### src/rtl/par_to_ser_tx.sv
// rtl/par_to_ser_tx.sv - framed parallel-to-serial transmitter with holding FIFO
module par_to_ser_tx #(
    parameter int WIDTH     = 32,
    parameter int DEPTH     = 2,
    parameter int MSB_FIRST = 1,
    parameter int GAP       = 1
) (
    input  logic             CLK,
    input  logic             RESET,
    input  logic [WIDTH-1:0] P_IN,
    input  logic             P_LOAD,
    output logic             P_READY,
    output logic             S_OUT,
    output logic             S_START,
    output logic             S_BUSY,
    output logic             TX_DONE
);

    localparam int PW = (DEPTH > 1) ? $clog2(DEPTH) : 1;
    localparam int CW = $clog2(DEPTH + 1);
    localparam int BW = $clog2(WIDTH);
    localparam int GW = (GAP > 1) ? $clog2(GAP) : 1;
    localparam logic [BW-1:0] BIT_LAST = BW'(WIDTH - 1);
    localparam logic [GW-1:0] GAP_LAST = GW'((GAP > 0) ? GAP - 1 : 0);
    localparam logic [CW-1:0] FULL     = CW'(DEPTH);
    localparam logic [PW-1:0] PTR_LAST = PW'(DEPTH - 1);

    typedef enum logic [1:0] {ST_IDLE, ST_SHIFT, ST_GAP} state_t;

    state_t           state_q, state_d;
    logic [WIDTH-1:0] mem_q [DEPTH];
    logic [PW-1:0]    wr_ptr_q, rd_ptr_q;
    logic [CW-1:0]    count_q;
    logic [BW-1:0]    bit_cnt_q, bit_cnt_d;
    logic [GW-1:0]    gap_cnt_q, gap_cnt_d;
    logic [WIDTH-1:0] sreg_q, sreg_d;
    logic             s_out_q, s_out_d;
    logic             s_start_q, s_start_d;
    logic             s_busy_q, s_busy_d;
    logic             tx_done_q, tx_done_d;
    logic             push, pop, start, fifo_empty;
    logic [WIDTH-1:0] head;

    assign P_READY    = (count_q != FULL);
    assign fifo_empty = (count_q == '0);
    assign push       = P_LOAD && P_READY;
    assign head       = mem_q[rd_ptr_q];

    assign S_OUT   = s_out_q;
    assign S_START = s_start_q;
    assign S_BUSY  = s_busy_q;
    assign TX_DONE = tx_done_q;

    always_ff @(posedge CLK) begin
        if (push) begin
            mem_q[wr_ptr_q] <= P_IN;
        end
    end

    always_ff @(posedge CLK or negedge RESET) begin
        if (!RESET) begin
            wr_ptr_q <= '0;
            rd_ptr_q <= '0;
            count_q  <= '0;
        end else begin
            if (push) begin
                wr_ptr_q <= (wr_ptr_q == PTR_LAST) ? '0 : wr_ptr_q + 1'b1;
            end
            if (pop) begin
                rd_ptr_q <= (rd_ptr_q == PTR_LAST) ? '0 : rd_ptr_q + 1'b1;
            end
            // simultaneous push and pop leaves the count unchanged
            if (push && !pop) begin
                count_q <= count_q + 1'b1;
            end else if (pop && !push) begin
                count_q <= count_q - 1'b1;
            end
        end
    end

    always_comb begin
        state_d   = state_q;
        bit_cnt_d = bit_cnt_q;
        gap_cnt_d = gap_cnt_q;
        sreg_d    = sreg_q;
        s_out_d   = 1'b0;
        s_start_d = 1'b0;
        s_busy_d  = 1'b0;
        tx_done_d = 1'b0;
        start     = 1'b0;
        pop       = 1'b0;

        case (state_q)
            ST_IDLE: begin
                start = !fifo_empty;
            end
            ST_SHIFT: begin
                if (bit_cnt_q != BIT_LAST) begin
                    bit_cnt_d = bit_cnt_q + 1'b1;
                    s_busy_d  = 1'b1;
                    if (MSB_FIRST != 0) begin
                        s_out_d = sreg_q[WIDTH-1];
                        sreg_d  = {sreg_q[WIDTH-2:0], 1'b0};
                    end else begin
                        s_out_d = sreg_q[0];
                        sreg_d  = {1'b0, sreg_q[WIDTH-1:1]};
                    end
                end else begin
                    tx_done_d = 1'b1;
                    if (GAP > 0) begin
                        state_d   = ST_GAP;
                        gap_cnt_d = '0;
                        s_busy_d  = 1'b1;
                    end else if (!fifo_empty) begin
                        start = 1'b1;
                    end else begin
                        state_d = ST_IDLE;
                    end
                end
            end
            ST_GAP: begin
                if (gap_cnt_q != GAP_LAST) begin
                    gap_cnt_d = gap_cnt_q + 1'b1;
                    s_busy_d  = 1'b1;
                end else if (!fifo_empty) begin
                    start = 1'b1;
                end else begin
                    state_d = ST_IDLE;
                end
            end
            default: begin
                state_d = ST_IDLE;
            end
        endcase

        // frame start: the first bit leaves on the same edge as the pop
        if (start) begin
            pop       = 1'b1;
            state_d   = ST_SHIFT;
            bit_cnt_d = '0;
            s_start_d = 1'b1;
            s_busy_d  = 1'b1;
            if (MSB_FIRST != 0) begin
                s_out_d = head[WIDTH-1];
                sreg_d  = {head[WIDTH-2:0], 1'b0};
            end else begin
                s_out_d = head[0];
                sreg_d  = {1'b0, head[WIDTH-1:1]};
            end
        end
    end

    always_ff @(posedge CLK or negedge RESET) begin
        if (!RESET) begin
            state_q   <= ST_IDLE;
            bit_cnt_q <= '0;
            gap_cnt_q <= '0;
            sreg_q    <= '0;
            s_out_q   <= 1'b0;
            s_start_q <= 1'b0;
            s_busy_q  <= 1'b0;
            tx_done_q <= 1'b0;
        end else begin
            state_q   <= state_d;
            bit_cnt_q <= bit_cnt_d;
            gap_cnt_q <= gap_cnt_d;
            sreg_q    <= sreg_d;
            s_out_q   <= s_out_d;
            s_start_q <= s_start_d;
            s_busy_q  <= s_busy_d;
            tx_done_q <= tx_done_d;
        end
    end

endmodule

### config.mk
export PLATFORM = sky130hd
export DESIGN_NAME = par_to_ser_tx
export DESIGN_NICKNAME = d
export VERILOG_FILES = /design/src/rtl/par_to_ser_tx.sv
export SDC_FILE = /design/constraint.sdc
export NUM_CORES = 1
export LEC_CHECK = 0
export ABC_AREA = 0
export BUFFER_PORTS_ARGS = -buffer_cell sky130_fd_sc_hd__clkbuf_2
export CELL_PAD_IN_SITES_DETAIL_PLACEMENT = 1
export CELL_PAD_IN_SITES_GLOBAL_PLACEMENT = 1
export CORE_MARGIN = 5
export CORE_UTILIZATION = 30
export DETAILED_ROUTE_END_ITERATION = 12
export GPL_ROUTABILITY_DRIVEN = 0
export HOLD_SLACK_MARGIN = 0.05
export PLACE_DENSITY = 0.61
export SLEW_MARGIN = 25
export SYNTH_ARGS = -nofsm -noshare
export SYNTH_HDL_FRONTEND = slang
export SYNTH_SLANG_ARGS = --single-unit
### constraint.sdc
create_clock -name CLK -period 4.3 [get_ports CLK]
set_clock_uncertainty 0.1 [all_clocks]
set_input_delay 0.215 -clock CLK [delete_from_list [all_inputs] [get_ports CLK]]
set_output_delay 0.215 -clock CLK [all_outputs]
set_load 0.01 [all_outputs]
==> results_dict.tcl <==
set metrics [dict create \
    status "finished clean" \
    max_stage_delay_ps 700 \
    cp_slowest_cell "nor3b_4" \
    syn-num-nets 292 \
    final_util_pct 37.6 \
    fin_crit_ps 2700 \
    initial_utilization_pct 30.5 \
    n_antenna_cell 0 \
    finalCritPeriodShare_pct 62.9 \
    synth_edf_count 64 \
    crit_end "sreg_q[31]" \
    hold_buffers 33 \
    postSynthAreaPerCell_um2 16.6 \
    yosys.area_share.simple_pct 4.99 \
    dr.pass1.iters 4 \
    r2r_start "bit_cnt_q[0]" \
    cts_tree "yes" \
    grt_pass1_vias 2511 \
    cts_root_buffer "clkbuf_16" \
    grt.overflow.total 0 \
    critPathKind "flip-flop to flip-flop" \
    critPathLaunchType "flip-flop" \
    critical_path_required_ps 4420 \
    slew_headroom_pct 32.3 \
    finalInstanceArea_um2 5190 \
    cap_violations 0 \
    hold_path_class "primary input to flip-flop" \
    vias_per_cell 4.58 \
    finalHoldViolCount 0 \
    synth-compound-area-share_pct 8.61 \
    path_clk_slew_ps 70 \
    io_pins 40 \
    drtIter0Drc 137 \
    numCtsBuffers 9 \
    fillers 1411 \
    cp-startpoint "bit_cnt_q[0]" \
    synth_ff_type "edfxtp_1" \
    die_area_um2 16500 \
    core_region_area_um2 13800 \
    ff2ff_setup_slack_ps 1600 \
    ys.warnings.count 0 \
    numPortBuffers 39 \
    vias 2338 \
    die_height_um 129 \
    track_usage_pct 10.1 \
    yosysSeqAreaShare_pct 72.9 \
    synth_top_family_by_area "compound AO/OA/AOI/OAI gates" \
    clk_latency_ps 350 \
    synth_area_um2 4210 \
    ant_nets 0 \
    place_area_um2 4550 \
    dieWidth_um 129 \
    synth_seq_cells 110 \
    syn2layout_area_growth_pct 23.3 \
    rows 43 \
    grt_pass1_wl_um 13000 \
    tns_ps 0 \
    slew_violations 0 \
    cts_setup_buffers 0 \
    yosysUniqueCellTypes 30 \
    cp_top_family "simple AND/OR/NAND/NOR gates" \
    grt_max_degree 47 \
    drc 0 \
    p_leak_nw 2.11 \
    routed_wl_um 7830 \
    synthAdderAreaFrac_pct 0.891 \
    final_layout_size_suffix_gt1_share_pct 19.9 \
    crit_arrival_ps 2820 \
    syn_inst 254 \
    synth_mux_area_share_pct 8.34 \
    htree_levels 3 \
    cp.buffers_inverters 1 \
    r2r.worst_path.cells 7 \
    async_flop_share_pct 41.8 \
    setup_viol 0 \
    peakVddDrop_mv 0.198 \
    max_freq_mhz 370 \
    clockBufferDepth 2 \
    end_kind "flip-flop" \
    dp_hpwl_um 4650 \
    crit_chain "ha_1 -> and3_1 -> ha_1 -> nor3b_4 -> buf_4 -> mux2i_1 -> a21oi_2" \
    antenna_found_initial 0 \
    avgRoutedWirePerCell_um 15.3 \
    critical_path_peak_fanout 20 \
    path_common_cell "ha_1" \
    fin_nets 364 \
    ctsResizeCount 0 \
    pwr_density_cell_nw_per_um2 686 \
    worst-path-stages 7 \
    rsz0062_at_grt "false" \
    synth-xor-area-share_pct 1.04 \
    worst_pin_slew_ps 1020 \
    cts_sinks 110 \
    r2r_end "sreg_q[31]" \
]
==> cell usage after synthesis, types with 3 or more instances <==
cell type | instances | area, um2
a22o_1 | 3 | 26.3
buf_6 | 4 | 45.0
buf_4 | 4 | 30.0
dfrtp_1 | 46 | 1150
a221o_1 | 29 | 290
inv_1 | 3 | 11.3
xnor2_1 | 3 | 26.3
nor2_1 | 31 | 116
nand2_1 | 3 | 11.3
mux2i_1 | 34 | 340
buf_2 | 6 | 30.0
ha_1 | 3 | 37.5
edfxtp_1 | 64 | 1920
==> layout by cell type (no fill, tap or decap), drive strengths merged, types with 2 or more instances in the layout <==
cell | netlist | routed
xor2 | 2 | 2
inv | 4 | 6
xnor2 | 3 | 3
nor2 | 32 | 32
nor2b | 2 | 2
dfrtp | 46 | 46
edfxtp | 64 | 64
mux2i | 34 | 34
a221o | 29 | 29
clkinv | 0 | 2
nand2 | 3 | 3
ha | 3 | 3
clkbuf | 0 | 51
dlygate4sd3 | 0 | 33
o21ai | 2 | 2
buf | 15 | 4
nor3b | 3 | 3
and3 | 2 | 2
a22o | 3 | 3
==> cells by family after synthesis <==
logic type               Yosys count
flip-flops                       110
adder cells (fa/ha/maj)            3
multiplexers                      35
buffers and inverters             19
AND/OR/NAND/NOR                   44
XOR/XNOR                           5
AO/OA/AOI/OAI                     38
==> flip-flops by register name (all words and copies together) (netlist names) <==
name and count:
mem_q 64, sreg_q 31, bit_cnt_q 5, count_q 2, state_q 2, S_BUSY 1
S_OUT 1, S_START 1, TX_DONE 1, rd_ptr_q 1, wr_ptr_q 1
==> worst reg2reg max path: stages (launching register included) <==
cell and delay (ps):
dfrtp_1 410, ha_1 230, and3_1 190, ha_1 230, nor3b_4 700, buf_4 390, mux2i_1 260, a21oi_2 80
==> metal layers <==
layer  share of wire [%]  track usage (%)  wire length (um)  vias up
met5                   0                0                 0        -
met4                 1.5             3.52               115        0
met1                  47             12.9              3660     1180
met2                  48             16.3              3760       36
li1                    -                -                 -     1111
met3                 3.7             2.95               291       11
==> cell type report <==
cell class	count	area, um2	share of cell area, %
Clock buffer	12	279	5.37
Multi-Input combinational cell	125	1010	19.5
Sequential cell	110	3070	59.2
Tap cell	180	225	4.34
Timing Repair Buffer	76	556	10.7
Inverter	4	15.0	0.289
Clock inverter	4	32.5	0.626
==> per-stage QoR <==
stage	hold slack [ps]	power (W)	worst slack, ps	cells
after global routing	153	0.00381	1440	511
after floorplan	-181	0.00252	1700	254
after global placement	250	0.00270	1700	462
after CTS	133	0.00363	1590	511
final	143	0.00356	1600	511
after detailed placement	260	0.00275	1600	462
==> how the worst min path moves through the flow <==
stage,to,from,cells past startpoint
finish,wr_ptr_q,P_LOAD,3
global route,wr_ptr_q,P_LOAD,3
CTS,wr_ptr_q,P_LOAD,3
detailed placement,wr_ptr_q,RESET,2
global placement,wr_ptr_q,RESET,2
floorplan,S_BUSY,RESET,0
==> power by group <==
| group | switching, W | internal [W] |
|---|---|---|
| Combinational | 0.000496 | 0.000494 |
| Clock | 0.000377 | 0.000469 |
| Sequential | 0.000236 | 0.00149 |
| Total | 0.00111 | 0.00245 |
(Power assumes the default switching activity.)
